### config.mk
export PLATFORM = sky130hd
export DESIGN_NAME = ccx_mem_arbiter
export DESIGN_NICKNAME = d
export VERILOG_FILES = /design/src/rtl/ccx_pkg.sv /design/src/rtl/ccx_rr_pick2.sv /design/src/rtl/ccx_mem_arbiter.sv
export SDC_FILE = /design/constraint.sdc
export NUM_CORES = 1
export LEC_CHECK = 0
export BUFFER_PORTS_ARGS = -buffer_cell sky130_fd_sc_hd__buf_2
export CORE_AREA = 2 2 210 212
export CTS_CLUSTER_SIZE = 8
export DETAILED_ROUTE_END_ITERATION = 7
export DIE_AREA = 0 0 212 214
export SLEW_MARGIN = 15
export SYNTH_ARGS = -nofsm -noshare
export SYNTH_HDL_FRONTEND = slang
export SYNTH_SLANG_ARGS = --single-unit
### constraint.sdc
create_clock -name g_clk -period 2.3 [get_ports g_clk]
set_input_delay 0.46 -clock g_clk [delete_from_list [all_inputs] [get_ports g_clk]]
set_output_delay 0.46 -clock g_clk [all_outputs]
set_load 0.01 [all_outputs]
### src/rtl/ccx_pkg.sv
// Shared types and constants for the core complex memory arbiter.
// Requester IDs double as the select value on the shared bus port.
package ccx_pkg;

  localparam logic CCX_REQ_IMEM = 1'b0;
  localparam logic CCX_REQ_DMEM = 1'b1;

  localparam int CCX_AW = 39;
  localparam int CCX_DW = 64;

  typedef enum logic {
    LK_OPEN = 1'b0,
    LK_HELD = 1'b1
  } ccx_lock_e;

endpackage

### src/rtl/ccx_rr_pick2.sv
// Two-way requester picker: round-robin on a tie when rr=1,
// otherwise dmem wins the tie.
import ccx_pkg::*;

module ccx_rr_pick2 (
  input  logic [1:0] req,
  input  logic       last,
  input  logic       rr,
  output logic       sel
);

  always_comb begin
    sel = last;
    unique case (req)
      2'b01:   sel = CCX_REQ_IMEM;
      2'b10:   sel = CCX_REQ_DMEM;
      2'b11:   sel = rr ? ~last : CCX_REQ_DMEM;
      default: sel = last;
    endcase
  end

endmodule

### src/rtl/ccx_mem_arbiter.sv
// Shares one downstream memory bus port between imem and dmem,
// locking a stalled request and routing each response to its owner.
import ccx_pkg::*;

module ccx_mem_arbiter #(
  parameter int AW = CCX_AW,
  parameter int DW = CCX_DW,
  parameter bit RR = 1'b1
) (
  input  logic            g_clk,
  input  logic            g_reset,
  input  logic            i_req,
  output logic            i_gnt,
  input  logic [AW-1:0]   i_addr,
  input  logic            i_wen,
  input  logic [DW/8-1:0] i_strb,
  input  logic [DW-1:0]   i_wdata,
  output logic [DW-1:0]   i_rdata,
  output logic            i_err,
  input  logic            d_req,
  output logic            d_gnt,
  input  logic [AW-1:0]   d_addr,
  input  logic            d_wen,
  input  logic [DW/8-1:0] d_strb,
  input  logic [DW-1:0]   d_wdata,
  output logic [DW-1:0]   d_rdata,
  output logic            d_err,
  output logic            m_req,
  input  logic            m_gnt,
  output logic [AW-1:0]   m_addr,
  output logic            m_wen,
  output logic [DW/8-1:0] m_strb,
  output logic [DW-1:0]   m_wdata,
  input  logic [DW-1:0]   m_rdata,
  input  logic            m_err
);

  ccx_lock_e lock_q, lock_d;
  logic      lock_own_q, lock_own_d;
  logic      last_gnt_q, last_gnt_d;
  logic      rsp_vld_q, rsp_vld_d;
  logic      rsp_own_q, rsp_own_d;

  logic pick_sel;
  logic sel;
  logic sel_req;
  logic hs;
  logic rsp_on;

  ccx_rr_pick2 u_pick (
    .req  ({d_req, i_req}),
    .last (last_gnt_q),
    .rr   (RR),
    .sel  (pick_sel)
  );

  // A stalled request keeps the bus until it completes or is withdrawn.
  assign sel     = (lock_q == LK_HELD) ? lock_own_q : pick_sel;
  assign sel_req = (sel == CCX_REQ_DMEM) ? d_req : i_req;
  assign m_req   = sel_req & ~g_reset;
  assign hs      = m_req & m_gnt;

  assign i_gnt = hs & (sel == CCX_REQ_IMEM);
  assign d_gnt = hs & (sel == CCX_REQ_DMEM);

  always_comb begin
    m_addr  = i_addr;
    m_wen   = i_wen;
    m_strb  = i_strb;
    m_wdata = i_wdata;
    if (sel == CCX_REQ_DMEM) begin
      m_addr  = d_addr;
      m_wen   = d_wen;
      m_strb  = d_strb;
      m_wdata = d_wdata;
    end
  end

  assign rsp_on = rsp_vld_q & ~g_reset;

  always_comb begin
    i_rdata = '0;
    i_err   = 1'b0;
    d_rdata = '0;
    d_err   = 1'b0;
    if (rsp_on) begin
      if (rsp_own_q == CCX_REQ_DMEM) begin
        d_rdata = m_rdata;
        d_err   = m_err;
      end else begin
        i_rdata = m_rdata;
        i_err   = m_err;
      end
    end
  end

  always_comb begin
    lock_d     = lock_q;
    lock_own_d = lock_own_q;
    last_gnt_d = last_gnt_q;
    rsp_vld_d  = hs;
    rsp_own_d  = rsp_own_q;
    unique case (lock_q)
      LK_OPEN: begin
        if (m_req && !m_gnt) begin
          lock_d     = LK_HELD;
          lock_own_d = sel;
        end
      end
      LK_HELD: begin
        if (m_gnt || !sel_req) begin
          lock_d = LK_OPEN;
        end
      end
      default: lock_d = LK_OPEN;
    endcase
    if (hs) begin
      last_gnt_d = sel;
      rsp_own_d  = sel;
    end
  end

  always_ff @(posedge g_clk) begin
    if (g_reset) begin
      lock_q     <= LK_OPEN;
      lock_own_q <= CCX_REQ_IMEM;
      last_gnt_q <= CCX_REQ_DMEM;
      rsp_vld_q  <= 1'b0;
      rsp_own_q  <= CCX_REQ_IMEM;
    end else begin
      lock_q     <= lock_d;
      lock_own_q <= lock_own_d;
      last_gnt_q <= last_gnt_d;
      rsp_vld_q  <= rsp_vld_d;
      rsp_own_q  <= rsp_own_d;
    end
  end

endmodule
==> out/metrics.cfg <==
[run_status]
status = finished with violations
violations = negative setup slack

[timing]
fin_worst_skew_ns = 0.002783
setup_tns_ns = -0.02474
setup_viol = 4
maxSlewViolCount = 0
timing.final.ws_setup_ns = -0.01088
final.min_clock_period_ns = 2.311
max_freq_mhz = 432.7
rsz0062_at_grt = yes
finalCritPeriodShare_pct = 100.5
final-hold-violation-count = 0
slew_headroom_pct = 76.24
worst_slew_pin_slew_ns = 0.3561

[die]
std_cell_rows = 76
fp.dieArea_mm2 = 0.04537
initial_core_util_pct = 6.238
ios = 539
core_region_area_mm2 = 0.04289
die_h_um = 214
die_w_um = 212

[layout]
syn2layout_area_growth_pct = 140.6
nets = 1136
layout-drive-gt1-share_pct = 81.81
final_common_cell = buf_2
fill_cells = 4879
final_util_pct = 15.01
mostFrequentLayoutCells = buf_2 (519), and2_1 (130), mux2_2 (65)

[worst_setup_path]
path_buf_inv = 4
worstSetupPathType = in2out
critPathSlowestCell = mux2_4
rrSetupSlack_ns = 0.79
ff2ff_path_depth = 4
cp_data_arrival_time_ns = 1.85
crit_fanout = 18
reg2reg_to = rsp_own_q$_SDFFE_PP0P_
max_stage_delay_ns = 0.34
path_common_cell = buf_2
r2r-start = lock_q$_SDFF_PP0_
path_delay_family = buffers and inverters
path_cells = buf_2 -> and2_4 -> o31a_4 -> buf_12 -> buf_8 -> mux2_4 -> buf_2
cp.required_ns = 1.84
worstSetupEndpointType = primary output
critPathLaunchType = input pin

[route]
drt_pass1_iterations = 4
viasPerCell = 3.135
first_iter_violations = 231
drcViolationCount = 0
vias = 4483
antenna_left = 0
post_drt_wl_per_cell_um = 15.75
routed_wl_um = 22520

[power_and_ir_drop]
p_sw_share_pct = 39.02
p_per_area_mw_per_mm2 = 294.8
combPwrFrac_pct = 79.7
clkPwrFrac_pct = 15.0
p_sw_uw = 740.7
p_int_uw = 1157
seqPwrFrac_pct = 5.3
p_leak_uw = 0.003720
irDropWorstVdd_mv = 0.2096

[clock_network]
worstSkewPairLatency_ns = 0.23
root_buffer = clkbuf_16
cts_sinks = 5
tritoncts = built
htree_levels = 1
clkTransAtPathRegs_ns = 0.03
cts.path.max_buffers = 2
cts_hold_buf = 0
numCtsBuffers = 3

[logic_synthesis]
yosysWarnings = 0
yosysTopAreaCellShare_pct = 30.40
yosysTopAreaCell = and2_1
ys_ff_latch = 5
synth_edf_count = 0
yosysUniqueCellTypes = 23
synthCells = 300
synth_flop_cell = dfxtp_1
synth_nets = 594
synth_area_leaders = and2_1 (30%), mux2_2 (27%), mux2_4 (26%)
postSynthAreaPerCell_um2 = 8.917
async_reset_ff_share_pct = 0
synth_area_mm2 = 0.002675
yosysSeqAreaShare_pct = 3.742

[worst_hold_path]
min_to = lock_q$_SDFF_PP0_
worstHoldStart = m_gnt
min-delay-path-class = in2reg
hold_depth = 2

[grt]
grt_usage_pct = 8.922
antenna_found_initial = 9
grt.overflow.total = 0
first_global_vias = 4254
grt_max_degree = 66
grt_first_pass_wirelength_um = 28570

[placed_design]
place.gp.congestion = 0.9088
placement.io_buffers = 538
hpwl_um = 20420

[job]
max_cap_violations = 0

[worst max-delay path by stage]
stage	start	end	slack, ns	cells past startpoint
after floorplan	i_req	m_wdata[16]	0.29	6
after global placement	i_req	m_wdata[61]	-0.1	7
after detailed placement	i_req	m_wdata[58]	-0.10	7
after CTS	last_gnt_q$_SDFFE_PP1P_	m_wdata[58]	-0.04	6
after global routing	i_req	m_wdata[62]	-0.06	7
final	i_req	m_wdata[58]	-0.01	7
[power by group through the flow]
stage | Combinational (uW) | Clock [uW] | Sequential, uW
after floorplan | 716 | 0 | 99.3
after global placement | 1430 | 0 | 101
after detailed placement | 1440 | 0 | 101
after CTS | 1460 | 290 | 100
after global routing | 1610 | 297 | 103
final | 1510 | 285 | 101
[layout make-up]
cell class,count,area (um2),share of cell area [%]
Tap cell,585,732.0,11.37
Clock buffer,4,78.83,1.224
Multi-Input combinational cell,265,2420,37.59
Sequential cell,5,102.6,1.594
Inverter,3,11.26,0.1749
Antenna cell,4,10.01,0.1555
Timing Repair Buffer,564,3083,47.89
[flip-flops by register name, summed over array words and instances (netlist names)]
| name | cells |
|---|---|
| last_gnt_q | 1 |
| lock_own_q | 1 |
| lock_q | 1 |
| rsp_own_q | 1 |
| rsp_vld_q | 1 |
[per-layer routing]
layer	GRT usage [%]	vias up	routed length [um]
met4	3.333	6	807
li1	-	2098	-
met5	0	-	36
met3	2.786	28	2416
met1	9.392	2033	8052
met2	16.43	318	11200
[worst register-to-register path: stages, from the launching register on]
cell and delay, ns:
dfxtp_2 0.38, or3b_2 0.46, o2111ai_1 0.20, buf_4 0.20, mux2i_1 0.19
[cell families (layout without fill, tap and decap cells)]
kind of cell | count (synthesis) | in the layout | share of synthesized area (%)
simple gates | 145 | 145 | 33.63
mux | 114 | 114 | 54.49
buf+inv | 30 | 571 | 6.455
compound gates | 6 | 6 | 1.684
flops | 5 | 5 | 3.742
other cells | 0 | 4 | 0
[timing repair]
item                       4_1_cts  5_1_grt
gates cloned                     0        1
pin swaps                        0        0
setup endpoints to repair       23      107
resized for setup                6       22
buffers inserted                 0        1
[synthesized netlist by cell type, types with 2 or more instances]
master,instances
and2_1,130
mux2_2,65
mux2_4,47
clkbuf_1,14
buf_6,7
buf_2,6
dfxtp_1,5
nor2_1,5
inv_1,3
mux2i_1,2
nand2_1,2
nor3b_1,2
o31ai_1,2
[through the flow]
stage / hold slack [ns] / power (uW) / area (um2) / setup WS [ns] / cells
after CTS: 0.4546 / 1850 / 6289 / -0.04170 / 1424
final: 0.4462 / 1898 / 6437 / -0.01088 / 1430
after detailed placement: 0.4859 / 1542 / 6188 / -0.1012 / 1420
after global routing: 0.4701 / 2006 / 6437 / -0.05892 / 1430
after floorplan: 0.4479 / 815.5 / 2675 / 0.2866 / 300
after global placement: 0.4748 / 1532 / 6188 / -0.09908 / 1420
(Power assumes the default switching activity.)
